$ cat src/rtl/alu_operand_stage_pkg.sv
// alu_operand_stage_pkg: shared types for the ALU operand staging register.
// Rev 1.0
`default_nettype none

`ifndef MC_ALUOp_t_BITS
`define MC_ALUOp_t_BITS 4
`endif

package alu_operand_stage_pkg;

    localparam int OP_SRC_BITS = 2;

    typedef enum logic [OP_SRC_BITS-1:0] {
        OpSrc_REG  = 2'd0,
        OpSrc_IMM  = 2'd1,
        OpSrc_MEM  = 2'd2,
        OpSrc_ZERO = 2'd3
    } OpSrc_t;

    typedef enum logic [1:0] {
        ST_IDLE     = 2'd0,
        ST_WAIT_MEM = 2'd1,
        ST_FULL     = 2'd2
    } OpStage_t;

endpackage

`default_nettype wire

$ cat src/rtl/alu_operand_stage_operand_select.sv
// alu_operand_stage_operand_select: combinational operand source mux.
// Rev 1.0 -- optional macro ALU_OPERAND_BYPASS_EN adds writeback bypass on REG sources.
`default_nettype none

module alu_operand_stage_operand_select
    import alu_operand_stage_pkg::*;
#(
    parameter int WIDTH = 16
) (
    input  OpSrc_t           sel,
    input  logic [WIDTH-1:0] reg_val,
    input  logic [WIDTH-1:0] imm,
    input  logic [WIDTH-1:0] mem_data,
`ifdef ALU_OPERAND_BYPASS_EN
    input  logic [2:0]       reg_idx,
    input  logic             wb_en,
    input  logic [2:0]       wb_idx,
    input  logic [WIDTH-1:0] wb_data,
`endif
    output logic [WIDTH-1:0] value
);

    logic [WIDTH-1:0] reg_eff;

`ifdef ALU_OPERAND_BYPASS_EN
    // A same-cycle writeback to the register being read is newer than the regfile port.
    assign reg_eff = (wb_en && (wb_idx == reg_idx)) ? wb_data : reg_val;
`else
    assign reg_eff = reg_val;
`endif

    always_comb begin
        value = '0;
        case (sel)
            OpSrc_REG:  value = reg_eff;
            OpSrc_IMM:  value = imm;
            OpSrc_MEM:  value = mem_data;
            OpSrc_ZERO: value = '0;
            default:    value = '0;
        endcase
    end

endmodule

`default_nettype wire

$ cat src/rtl/alu_operand_stage.sv
// alu_operand_stage: registered a/b/op staging ahead of the ALU with memory-data stall.
// Rev 1.0 -- optional macro ALU_OPERAND_BYPASS_EN enables writeback bypass ports.
`default_nettype none

module alu_operand_stage
    import alu_operand_stage_pkg::*;
#(
    parameter int WIDTH   = 16,
    parameter int OP_BITS = `MC_ALUOp_t_BITS
) (
    input  logic               clk,
    input  logic               reset_n,
    input  logic               flush,
    input  logic               in_valid,
    output logic               in_ready,
    input  logic [OP_BITS-1:0] in_op,
    input  logic [1:0]         a_sel,
    input  logic [1:0]         b_sel,
    input  logic [WIDTH-1:0]   reg_a,
    input  logic [WIDTH-1:0]   reg_b,
    input  logic [WIDTH-1:0]   imm,
    input  logic               mem_valid,
    input  logic [WIDTH-1:0]   mem_data,
    output logic               out_valid,
    input  logic               out_ready,
    output logic [WIDTH-1:0]   out_a,
    output logic [WIDTH-1:0]   out_b,
`ifdef ALU_OPERAND_BYPASS_EN
    input  logic [2:0]         reg_a_idx,
    input  logic [2:0]         reg_b_idx,
    input  logic               wb_en,
    input  logic [2:0]         wb_idx,
    input  logic [WIDTH-1:0]   wb_data,
`endif
    output logic [OP_BITS-1:0] out_op
);

    OpStage_t         state;
    OpStage_t         state_next;
    OpSrc_t           a_sel_q;
    OpSrc_t           b_sel_q;
    logic [WIDTH-1:0] a_val;
    logic [WIDTH-1:0] b_val;
    logic             accept;
    logic             need_mem;

    alu_operand_stage_operand_select #(.WIDTH(WIDTH)) u_sel_a (
        .sel      (OpSrc_t'(a_sel)),
        .reg_val  (reg_a),
        .imm      (imm),
        .mem_data (mem_data),
`ifdef ALU_OPERAND_BYPASS_EN
        .reg_idx  (reg_a_idx),
        .wb_en    (wb_en),
        .wb_idx   (wb_idx),
        .wb_data  (wb_data),
`endif
        .value    (a_val)
    );

    alu_operand_stage_operand_select #(.WIDTH(WIDTH)) u_sel_b (
        .sel      (OpSrc_t'(b_sel)),
        .reg_val  (reg_b),
        .imm      (imm),
        .mem_data (mem_data),
`ifdef ALU_OPERAND_BYPASS_EN
        .reg_idx  (reg_b_idx),
        .wb_en    (wb_en),
        .wb_idx   (wb_idx),
        .wb_data  (wb_data),
`endif
        .value    (b_val)
    );

    assign in_ready  = !flush && ((state == ST_IDLE) || ((state == ST_FULL) && out_ready));
    assign accept    = in_valid && in_ready;
    assign need_mem  = (OpSrc_t'(a_sel) == OpSrc_MEM) || (OpSrc_t'(b_sel) == OpSrc_MEM);
    assign out_valid = (state == ST_FULL);

    always_comb begin
        state_next = state;
        if (flush) begin
            state_next = ST_IDLE;
        end else begin
            case (state)
                ST_IDLE: begin
                    if (accept)
                        state_next = (need_mem && !mem_valid) ? ST_WAIT_MEM : ST_FULL;
                end
                ST_WAIT_MEM: begin
                    if (mem_valid)
                        state_next = ST_FULL;
                end
                ST_FULL: begin
                    if (accept)
                        state_next = (need_mem && !mem_valid) ? ST_WAIT_MEM : ST_FULL;
                    else if (out_ready)
                        state_next = ST_IDLE;
                end
                default: state_next = ST_IDLE;
            endcase
        end
    end

    always_ff @(posedge clk or negedge reset_n) begin
        if (!reset_n)
            state <= ST_IDLE;
        else
            state <= state_next;
    end

    // Operand registers hold across flush; only out_valid is withdrawn.
    always_ff @(posedge clk or negedge reset_n) begin
        if (!reset_n) begin
            out_a   <= '0;
            out_b   <= '0;
            out_op  <= '0;
            a_sel_q <= OpSrc_REG;
            b_sel_q <= OpSrc_REG;
        end else if (!flush) begin
            if (accept) begin
                out_a   <= a_val;
                out_b   <= b_val;
                out_op  <= in_op;
                a_sel_q <= OpSrc_t'(a_sel);
                b_sel_q <= OpSrc_t'(b_sel);
            end else if ((state == ST_WAIT_MEM) && mem_valid) begin
                if (a_sel_q == OpSrc_MEM)
                    out_a <= mem_data;
                if (b_sel_q == OpSrc_MEM)
                    out_b <= mem_data;
            end
        end
    end

endmodule

`default_nettype wire
$ cat config.mk
export PLATFORM = sky130hd
export DESIGN_NAME = alu_operand_stage
export DESIGN_NICKNAME = d
export VERILOG_FILES = /design/src/rtl/alu_operand_stage_pkg.sv /design/src/rtl/alu_operand_stage_operand_select.sv /design/src/rtl/alu_operand_stage.sv
export SDC_FILE = /design/constraint.sdc
export NUM_CORES = 1
export LEC_CHECK = 0
export CAP_MARGIN = 10
export CORE_UTILIZATION = 41
export CTS_CLUSTER_SIZE = 24
export DETAILED_ROUTE_END_ITERATION = 8
export GPL_TIMING_DRIVEN = 1
export PLACE_DENSITY = 0.8
export SLEW_MARGIN = 20
export SYNTH_ARGS = -nofsm -noshare
export SYNTH_HDL_FRONTEND = slang
export SYNTH_SLANG_ARGS = --single-unit
$ cat constraint.sdc
create_clock -name clk -period 1.88 [get_ports clk]
set_input_delay 0.376 -clock clk [delete_from_list [all_inputs] [get_ports clk]]
set_output_delay 0.376 -clock clk [all_outputs]
set_load 0.005 [all_outputs]
## Word-level counts from Yosys, hierarchy flattened

Index checks and enable logic that the tools add are counted.

- Reduce and logical (&&, ||, !) cells: 19
- Bitwise logic cells: 1
- Equal/unequal tests: 13
- Multiplexer cells: 15

Operators with widths:

| operator | count |
|---|---|
| one-hot mux 16 bit (4 select lines) | 2 |
| 2-to-1 mux 16 bit | 6 |
| equality test 2 bit, second input constant | 7 |
| 2-to-1 mux 2 bit | 6 |
| AND reduction 3 bit | 3 |
| equality test 2 x 1 -> 1 bit, second input constant | 3 |
| zero test 2 bit | 3 |
| inequality test 3 bit, second input constant | 2 |
| one-hot mux 2 bit (3 select lines) | 1 |
| nonzero test 2 bit | 3 |
| logical AND 1 bit | 5 |
| inequality test 4 x 2 -> 1 bit, second input constant | 1 |
| zero test 1 bit | 2 |
| logical OR 1 bit | 2 |
| AND reduction 2 bit | 1 |
| inverter 1 bit | 1 |

- Register bits after elaboration: 42
- Output and inout bits: 38
- Input bits: 78

## Longest topological paths before layout

Gate-level depths: netlist of run 1.

- Depth in word-level cells: 8
- Depth in mapped cells: 6

## Hierarchy

Synthesis of run 1 repeated with hierarchy kept, for this count alone.

- Cell total of the unflattened synthesis: 233
- Area total of the unflattened synthesis: 2877.8 um^2

By module, submodules not included:

| module | seq. area each (um^2) | times used | cells each | area an instance (um^2) |
|---|---|---|---|---|
| alu_operand_stage | 1051.0 | 1 | 155 | 2114.5 |
| alu_operand_stage_operand_select | 0.0 | 2 | 39 | 381.6 |

## Worst setup path before layout of run 1

OpenSTA, ideal clock, no wires.

- Path type: input to register
- Start point: in b_sel[0]
- End point: reg out_b[10]
- Cell stages on the path: 5
- Data required time: 1.752 ns
- Slack: 0.253 ns
- Setup time: 0.128 ns
- Data arrival time: 1.499 ns
- Buffers on the path: 2
- Cells stage by stage: buf_2 > clkbuf_1 > mux2_2 > a22oi_1 > a21oi_2

- Word-level cells in the longest chain between the ends: 3

RTL lines:

| element | RTL line | text |
|---|---|---|
| from (decl) | alu_operand_stage.sv:18 | `input logic [1:0] b_sel,` |
| equality test 2 bit (tied with other cells) | alu_operand_stage_operand_select.sv:34 | `case (sel)` |
| one-hot mux 16 bit (4 select lines) (*) | alu_operand_stage_operand_select.sv:34 |  |
| 2-to-1 mux 16 bit (*) | alu_operand_stage.sv:121 | `if (accept) begin` |
| to (signal assigned) | alu_operand_stage.sv:123 | `out_b <= b_val;` |
| to (signal assigned) | alu_operand_stage.sv:131 | `out_b <= mem_data;` |
| to (decl) | alu_operand_stage.sv:27 | `output logic [WIDTH-1:0] out_b,` |

Mark *: on every way between the ends. The rest lies on a longest branch, timed or not.
A chain may end at the register's enable or synchronous reset.

## Final worst setup path of run 1

- Start point: in flush
- End point: reg out_b[8]

- Word-level cells in the longest chain between the ends: 5

RTL lines:

| element | RTL line | text |
|---|---|---|
| from (decl) | alu_operand_stage.sv:13 | `input logic flush,` |
| zero test 1 bit | -- |  |
| logical AND 1 bit | alu_operand_stage.sv:75 | `assign in_ready = !flush && ((state == ST_IDLE) \|\| ((state == ST_FULL) && out_ready));` |
| logical AND 1 bit | alu_operand_stage.sv:76 | `assign accept = in_valid && in_ready;` |
| nonzero test 2 bit (no source line) | -- |  |
| AND reduction 3 bit (no source line) | -- |  |

Parallel ways exist; a longest one is shown, timed or not.

==> results of run 1 <==
how the worst min path moves through the flow:
stage	from	cells past startpoint	slack (ps)	endpoint
floorplan	reset_n	0	80	a_sel_q[0]
global placement	reset_n	1	370	out_op[0]
detailed placement	reset_n	1	370	out_op[0]
CTS	reset_n	1	50	out_op[0]
global route	reset_n	1	70	out_op[0]
finish	reset_n	1	50	out_op[0]
through the flow:
| step | util, % | setup TNS (ps) | power, mW | std cells |
|---|---|---|---|---|
| global route | 72.7 | 0 | 3.13 | 430 |
| detailed placement | 67.8 | -6620 | 2.21 | 414 |
| global placement | 67.8 | -4460 | 2.18 | 414 |
| CTS | 69.9 | 0 | 2.94 | 422 |
| finish | 72.7 | 0 | 2.97 | 430 |
| floorplan | - | 0 | 1.58 | 222 |
placed cells by master (no fill, tap or decap), types with 2 or more instances in the layout:
| cell type | synthesis | routed |
|---|---|---|
| a21oi_2 | 20 | 20 |
| nor4_4 | 2 | 2 |
| mux2_2 | 40 | 40 |
| nand4_1 | 2 | 2 |
| a21oi_1 | 13 | 13 |
| inv_1 | 3 | 3 |
| buf_4 | 2 | 16 |
| buf_6 | 3 | 3 |
| clkbuf_16 | 0 | 4 |
| a22oi_2 | 4 | 5 |
| clkbuf_8 | 0 | 6 |
| nand2b_1 | 5 | 5 |
| buf_12 | 0 | 7 |
| clkdlybuf4s50_1 | 0 | 113 |
| nor2_1 | 35 | 35 |
| o32ai_4 | 2 | 2 |
| a22oi_1 | 29 | 28 |
| dfrtp_1 | 42 | 42 |
layout make-up:
cell class | count | area (sq um) | share of cell area (%)
Inverter | 3 | 11.3 | 0.274
Sequential cell | 42 | 1050 | 25.6
Tap cell | 72 | 90.1 | 2.20
Timing Repair Buffer | 145 | 1540 | 37.5
Clock inverter | 1 | 30.0 | 0.732
Clock buffer | 6 | 82.6 | 2.01
Multi-Input combinational cell | 161 | 1300 | 31.7
state kept, by name, indices dropped and copies added (netlist names):
register and flops:
state 2, a_sel_q 2, out_a 16, out_b 16, b_sel_q 2, out_op 4
report_power, final:
group | switching [mW] | total, mW | internal, mW | leakage (nW)
clock | 0.296 | 0.721 | 0.425 | 0.0573
sequential | 0.0915 | 1.16 | 1.07 | 0.477
combinational | 0.404 | 1.09 | 0.685 | 1.07
total | 0.792 | 2.97 | 2.18 | 1.61
cells by family (layout without fill, tap and decap cells):
kind of cell / after synthesis / in the layout
flops: 42 / 42
simple gates: 51 / 51
compound gates: 70 / 70
mux: 40 / 40
buf+inv: 19 / 155
per-layer routing:
layer	wire length [um]	global-route usage (%)	up-vias
met2	4010	42.1	92
met3	512	3.54	9
met4	124	8.00	0
met5	0	0	-
met1	3080	29.6	1091
li1	-	-	1093
what timing repair did:
item | CTS | global route
setup endpoints to repair | 1 | 17
gates cloned | 0 | 5
buffers inserted | 1 | 3
pin swaps | 1 | 1
hold buffers | 0 | 0
gates resized for setup | 1 | 4
==> metrics.cfg, run 1 <==
[run_status]
status=finished, final reports clean

[synth]
netlist_instances=222
syn_avg_cell_area_sq_um=11.1
yosysTopAreaCell=dfrtp_1
synth_top_family_by_area=compound AO/OA/AOI/OAI gates
ys_ff_latch=42
synth_top_area_share_pct=42.8
synth_edf_count=0
synth_compound_area_share_pct=23.5
synth.distinct_cells=24
syn_area_sq_um=2450
synthesis.nets=300
synth.most_common_cell=dfrtp_1
seq_area_frac_synth_pct=42.8
synthMuxAreaShare_pct=18.3
synth-async-reset-ratio_pct=100
ys.flop_type=dfrtp_1
ys_top_cells_by_area=dfrtp_1, mux2_2, a22oi_1
synth_xor_area_share_pct=0
synth_fa_ha_area_share_pct=0
ys.warnings.count=0
synthSimpleGateAreaFrac_pct=10.8
ys_top_cells_by_count=dfrtp_1, mux2_2, nor2_1, a22oi_1, a21oi_2

[critical_path]
path_buf_inv=4
reg2reg_from=state[0]
r2r_setup_slack_ps=110
cpLargestDelayFamily=buffers and inverters
endpoint=out_b[8]
path_cells=clkdlybuf4s50_1 > or2_1 > buf_4 > buf_6 > nor4_4 > buf_12 > a22oi_1 > a21oi_2
worstPathRequired_ps=2100
startpoint_type=input port
criticalPathCategory=input port to register
crit_cells=8
startpoint=flush
regToRegEndpoint=out_b[8]
path_max_fanout=16
r2r_cells=7
crit_path_top_delay_cell=clkdlybuf4s50_1
critPathArrivalTime_ps=2030
end_kind=register
cp_slowest_stage_delay_ps=420

[floorplan]
dieHeight_um=79.4
io_pins=116
die_area_sq_um=6300
num_rows=27
die_x_um=79.4
core_sq_um=5640
initial_core_util_pct=43.5

[global_route]
grt_usage_pct=23.8
grt_max_degree=33
antenna_found_initial=0
grt-ovfl-total=0
grt_pass1_vias=2312
grt_pass1_wl_um=11300

[layout]
n_fill_cell=402
nets=436
design_area_sq_um=4100
num_antenna_cells=0
drive_gt1_share_pct=30.2
syn2layout_area_growth_pct=67.1

[timing]
skew_ps=2.16
rsz0062_at_grt=false
report.final.setup_viol=0
finalCritPeriodShare_pct=96.4
layout_setup_ws_ps=67.9
fin_crit_ps=1810
maxSlewHeadroom_pct=66.5
whs_ps=46.1
slew_violations=0
max_freq_mhz=552
hold_viol_final=0
tightestPinTransition_ps=503

[cts]
clockBufferDepth=2
clk_pin_slew_worst_paths_ps=80
h-tree-depth=2
cts.sinks=42
tritoncts=yes
cts-root-buf=clkbuf_8
clk_latency_ps=280
cts_buffers=5

[route]
routed_wl_um=7730
drt_iter0_markers=100
antenna_left=0
dr_total_vias=2285
drt_first_pass_iters=4
avgViaCountPerCell=5.31
wl_per_cell_um=18.0
drc=0

[place]
dpl.hpwl_um=5330
routabilityCongestion=0.798
post_dp_cell_area_sq_um=3820
post-place-ws_ps=-182
port_buffers=115

[power_and_ir_drop]
power_density_nw_per_um2=724
p_leak_nw=1.61
ir_drop_mv=0.392

[worst_hold_path]
hp-class=input port to async pin

[flow_run]
drv_cap=0

No activity file was read; power rests on OpenSTA's default activity.
==> run 2: changes to the inputs <==
ABC_CLOCK_PERIOD_IN_PS = 2000   (was default)
MAX_ROUTING_LAYER = met4   (was default)
clock period = 2 ns   (was 1.88 ns; I/O delays follow)
==> run 2 against run 1 <==
- combinational power fell by 12%
- clock skew rose by 3.7 ps
- hold slack improved by 68 ps
==> metrics.cfg, run 2 (synthesis results as in run 1) <==
[critical_path]
criticalPathCategory=register to output pin
worstPathRequired_ps=1600  ; -500 ps
path_cells=nor2b_1 > clkdlybuf4s50_1
end_kind=output pin
reg2reg_from=state[0]
r2r_setup_slack_ps=250  ; +140 ps
cpLargestDelayFamily=buffers and inverters
path_buf_inv=1  ; -3
r2r_cells=5  ; -2
critPathArrivalTime_ps=1470  ; -560 ps
cp_slowest_stage_delay_ps=530  ; +110 ps
path_max_fanout=5  ; -11
startpoint_type=register
crit_path_top_delay_cell=clkdlybuf4s50_1
regToRegEndpoint=b_sel_q[1]

[floorplan]
die_x_um=79.4  ; unchanged
num_rows=27  ; unchanged
io_pins=116  ; unchanged
dieHeight_um=79.4  ; unchanged
core_sq_um=5640  ; unchanged
initial_core_util_pct=43.5  ; unchanged
die_area_sq_um=6300  ; unchanged

[cts]
tritoncts=yes
cts_buffers=5  ; unchanged
cts-root-buf=clkbuf_8
clockBufferDepth=2  ; unchanged
clk_pin_slew_worst_paths_ps=80  ; about the same
cts.sinks=42  ; unchanged
cts_setup_buffers=0  ; -1
h-tree-depth=2  ; unchanged
clk_latency_ps=290  ; about the same
hold_buffers=0  ; unchanged

[global_route]
grt_max_degree=33  ; unchanged
antenna_found_initial=0  ; unchanged
grt_pass1_wl_um=11100  ; -1.9%
grt-ovfl-total=0  ; unchanged
grt_pass1_vias=2276  ; -1.6%
grt_usage_pct=24.5  ; +0.65 points

[layout]
nets=425  ; -2.5%
layout_common_cells=clkdlybuf4s50_1, dfrtp_1, mux2_2
final_common_cell=clkdlybuf4s50_1
num_antenna_cells=0  ; unchanged
design_area_sq_um=3870  ; -5.6%
seqCellArea_sq_um=1050  ; unchanged
multi_input_area_sq_um=1290  ; -0.58%
syn2layout_area_growth_pct=57.7
n_fill_cell=453  ; +13%
finalNonFillerCells=419  ; -2.6%
drive_gt1_share_pct=27.4  ; -2.8 points
top_regs=out_a (16), out_b (16), out_op (4)

[worst_hold_path]
hp-class=input port to async pin

[place]
port_buffers=115  ; unchanged
post_dp_cell_area_sq_um=3790  ; -0.72%
dpl.hpwl_um=5480  ; +2.7%
place_inst=412  ; -0.48%
routabilityCongestion=0.794  ; -0.55%

[flow_run]
drv_cap=0  ; unchanged

[run_status]
status=finished, final reports clean

[route]
antenna_left=0  ; unchanged
wl_per_cell_um=17.4  ; -3.5%
drt_iter0_markers=83  ; -17%
drc=0  ; unchanged
avgViaCountPerCell=5.34  ; +0.42%
drt_first_pass_iters=4  ; unchanged
dr_total_vias=2236  ; -2.1%
routed_wl_um=7270  ; -6.0%

[timing]
hold_viol_final=0  ; unchanged
finalCritPeriodShare_pct=93.3
fin_crit_ps=1870
report.final.setup_viol=0  ; unchanged
maxSlewHeadroom_pct=58.4  ; -8.1 points
slew_violations=0  ; unchanged
max_freq_mhz=536
rsz0062_at_grt=false
whs_ps=114  ; +68.4 ps
tightestPinTransition_ps=623  ; +121 ps
skew_ps=5.84  ; +3.68 ps
setup-tns-final_ps=0  ; unchanged

[power_and_ir_drop]
p_clk_share_pct=20.0  ; -4.3 points
power_switching_mw=0.734  ; -7.4%
p_leak_nw=1.50  ; -6.6%
power_density_nw_per_um2=664  ; -8.2%
sequentialPowerShare_pct=42.5  ; +3.5 points
ir_drop_mv=0.505  ; +29%
combPwrFrac_pct=37.5  ; +0.8 points
power.share.switching_pct=28.5  ; +1.9 points
internal-power_mw=1.84  ; -16%

-- run 2: cell count changes in the layout (fill, tap and decap cells not counted), sizes merged --
cell,previous run,this run
buf,27,20
clkbuf,10,5
clkinv,0,2
bufinv,1,0
-- run 2: power groups by stage --
stage / Clock, mW / Combinational, mW / Sequential, mW
floorplan: 0 / 0.378 / 1.11
global placement: 0 / 0.942 / 1.10
detailed placement: 0 / 0.969 / 1.11
CTS: 0.531 / 0.972 / 1.09
global route: 0.569 / 1.03 / 1.11
finish: 0.516 / 0.964 / 1.09
-- run 2: area by class of cell --
class,instances,area share [%]
multi-input combinational,161,33.3
sequential,42,27.1
clock buffer,5,1.78
timing repair buffer,134,34.9
inverter,3,0.291
clock inverter,2,0.258
tap,72,2.33
-- run 2: worst max-delay path by stage --
stage	startpoint	end	slack, ps	cells after the start
3_5_place_dp	flush	b_sel_q[1]	-120	6
4_1_cts	state[0]	out_valid	120	2
3_3_place_gp	flush	out_op[0]	-90	6
6_report	state[1]	out_valid	130	2
5_1_grt	state[0]	out_valid	60	2
2_1_floorplan	b_sel[0]	out_b[10]	350	5
-- run 2: metrics by stage --
| step | util, % | worst slack (ps) | power, mW |
|---|---|---|---|
| final | 68.6 | 134 | 2.57 |
| after CTS | 68.6 | 118 | 2.60 |
| after detailed placement | 67.3 | -122 | 2.08 |
| after global routing | 68.6 | 57.5 | 2.72 |
| after global placement | 67.3 | -88.2 | 2.04 |
| after floorplan | - | 349 | 1.49 |
-- run 2: what timing repair did --
| item | CTS | global route |
|---|---|---|
| gates resized for setup | 1 | 0 |
| endpoints found under the hold margin | 0 | 0 |
| setup endpoints to repair | 1 | 0 |
-- run 2: metal layers --
metal	up-vias	GRT usage (%)	routed length, um
met5	-	-	0
met4	0	7.82	118
met3	12	4.91	376
met2	82	42.7	3680
met1	1077	28.3	3100
li1	1065	-	-
==> run 3: changes to the inputs <==
CORE_UTILIZATION = 60   (was 41)
DONT_BUFFER_PORTS = 1   (was default)
PLACE_DENSITY = 0.76   (was 0.8)
==> run 3 against run 2 <==
- utilization increased by 1.0 points
- final cell count decreased by 35%
- clock-buffer cell count increased by 1
- sequential cell count unchanged
- non-clock buffer count decreased by 123
- final area decreased by 32%
- clock skew decreased by 0.99 ps
- critical path depth increased by 2
- global-route usage increased by 6.1 points
- hold slack improved by 45 ps
- routed wire length decreased by 16%
- worst setup slack improved by 79 ps
==> metrics.cfg, run 3 (synthesis results as in run 1) <==
[worst_hold_path]
hp-class=input port to register
min_delay_path_depth=1
holdPathEnd=state[1]
min_from=flush

[timing]
tightestPinTransition_ps=454  ; -169 ps
finalCritPeriodShare_pct=89.4  ; -3.9 points
max_freq_mhz=560  ; +4.4%
maxSlewHeadroom_pct=69.7  ; +11 points
skew_ps=4.85  ; -0.988 ps
setup-tns-final_ps=0  ; unchanged
hold_viol_final=0  ; unchanged
rsz0062_at_grt=false
report.final.setup_viol=0  ; unchanged
slew_violations=0  ; unchanged
fin_crit_ps=1790  ; -79.0 ps
whs_ps=159  ; +44.6 ps

[route]
wl_per_cell_um=22.5  ; +30%
antenna_left=0  ; unchanged
dr_total_vias=1812  ; -19%
avgViaCountPerCell=6.64  ; +24%
drt_iter0_markers=233  ; +180%
drt_first_pass_iters=4  ; unchanged
drc=0  ; unchanged
routed_wl_um=6140  ; -16%

[power_and_ir_drop]
ir_drop_mv=0.474  ; -6.2%
p_leak_nw=1.01  ; -33%
power_density_nw_per_um2=852  ; +28%

[layout]
final_common_cell=dfrtp_1
nets=302  ; -29%
top_regs=out_a (16), out_b (16), out_op (4)
num_antenna_cells=0  ; unchanged
multi_input_area_sq_um=1290  ; unchanged
seqCellArea_sq_um=1050  ; unchanged
layout_common_cells=dfrtp_1, mux2_2, nor2_1
n_fill_cell=278  ; -39%
syn2layout_area_growth_pct=7.80
drive_gt1_share_pct=37.8  ; +10 points

[global_route]
grt-ovfl-total=0  ; unchanged
grt_pass1_vias=1912  ; -16%
grt_usage_pct=30.6  ; +6.1 points
antenna_found_initial=0  ; unchanged
grt_pass1_wl_um=9430  ; -15%
grt_max_degree=43  ; +30%

[cts]
hold_buffers=2  ; +2
clk_pin_slew_worst_paths_ps=80  ; about the same
cts_buffers=5  ; unchanged
clockBufferDepth=2  ; unchanged
cts-root-buf=clkbuf_8
cts.sinks=42  ; unchanged
cts_resized=0  ; -1
clk_latency_ps=290  ; about the same
tritoncts=yes
h-tree-depth=2  ; unchanged
cts_setup_buffers=0  ; unchanged

[critical_path]
regToRegEndpoint=out_op[2]
criticalPathCategory=register to register
startpoint=state[0]
path_max_fanout=11  ; +6
startpoint_type=register
worstPathRequired_ps=2170  ; +570 ps
reg2reg_from=state[0]
r2r_setup_slack_ps=210  ; -40 ps
r2r_cells=4  ; -1
end_kind=register
critPathArrivalTime_ps=1960  ; +490 ps

[run_status]
status=finished, final reports clean

[place]
routabilityCongestion=0.848  ; +6.9%
dpl.hpwl_um=4480  ; -18%
port_buffers=0  ; -100%

[floorplan]
io_pins=116  ; unchanged
die_area_sq_um=4350  ; -31%
dieHeight_um=66.0  ; -17%
initial_core_util_pct=64.6  ; +21 points
die_x_um=66.0  ; -17%
num_rows=22  ; -19%
core_sq_um=3800  ; -33%

[flow_run]
drv_cap=0  ; unchanged

[run 3: changes by cell type in the layout (fill, tap and decap cells not counted), moves of 2 or more]
cell / change
clkinv_2: -2
buf_12: -2
clkdlybuf4s50_1: -113
buf_4: -7
[run 3: how the worst max path moves through the flow]
stage               cells after the start  slack (ps)   endpoint
floorplan                               5         350  out_b[10]
global route                            4         160  out_op[2]
finish                                  4         210  out_op[2]
detailed placement                      4         290  out_op[2]
CTS                                     4         270  out_op[2]
global placement                        4         340  out_op[0]
[run 3: metal layers]
| layer | track usage [%] | routed length, um | share of wire, % |
|---|---|---|---|
| met5 | - | 0 | 0 |
| met4 | 9.84 | 95 | 1.5 |
| met3 | 9.83 | 589 | 9.6 |
| met2 | 50.6 | 3170 | 52 |
| met1 | 35.2 | 2290 | 37 |
[run 3: worst max-delay path, cell delays in order, from the launching register on]
cell and delay, ps:
dfrtp_1 430, or2_1 390, nor3_1 260, buf_4 230, mux2_2 360
[run 3: area by class of cell]
cell class	instances	share of cell area, %
clock inverters	2	1.42
multi-input cells	161	48.8
well taps	48	2.27
flip-flops and latches	42	39.7
clock buffers	6	2.74
inverters	3	0.426
repair buffers	11	4.63
[run 3: power by group]
group | leakage (nW) | switching [mW] | total [mW] | internal, mW
Clock | 0.0514 | 0.292 | 0.664 | 0.373
Combinational | 0.481 | 0.226 | 0.453 | 0.227
Sequential | 0.477 | 0.132 | 1.14 | 1.01
Total | 1.01 | 0.649 | 2.25 | 1.61
[run 3: through the flow]
step	cells	instance area, sq um	setup WS, ps	power (mW)	utilization [%]
finish	273	2650	213	2.25	69.7
global route	273	2650	164	2.37	69.7
CTS	273	2650	274	2.27	69.7
detailed placement	263	2510	292	1.59	66.0
global placement	263	2510	344	1.55	66.0
floorplan	222	2450	349	1.49	-
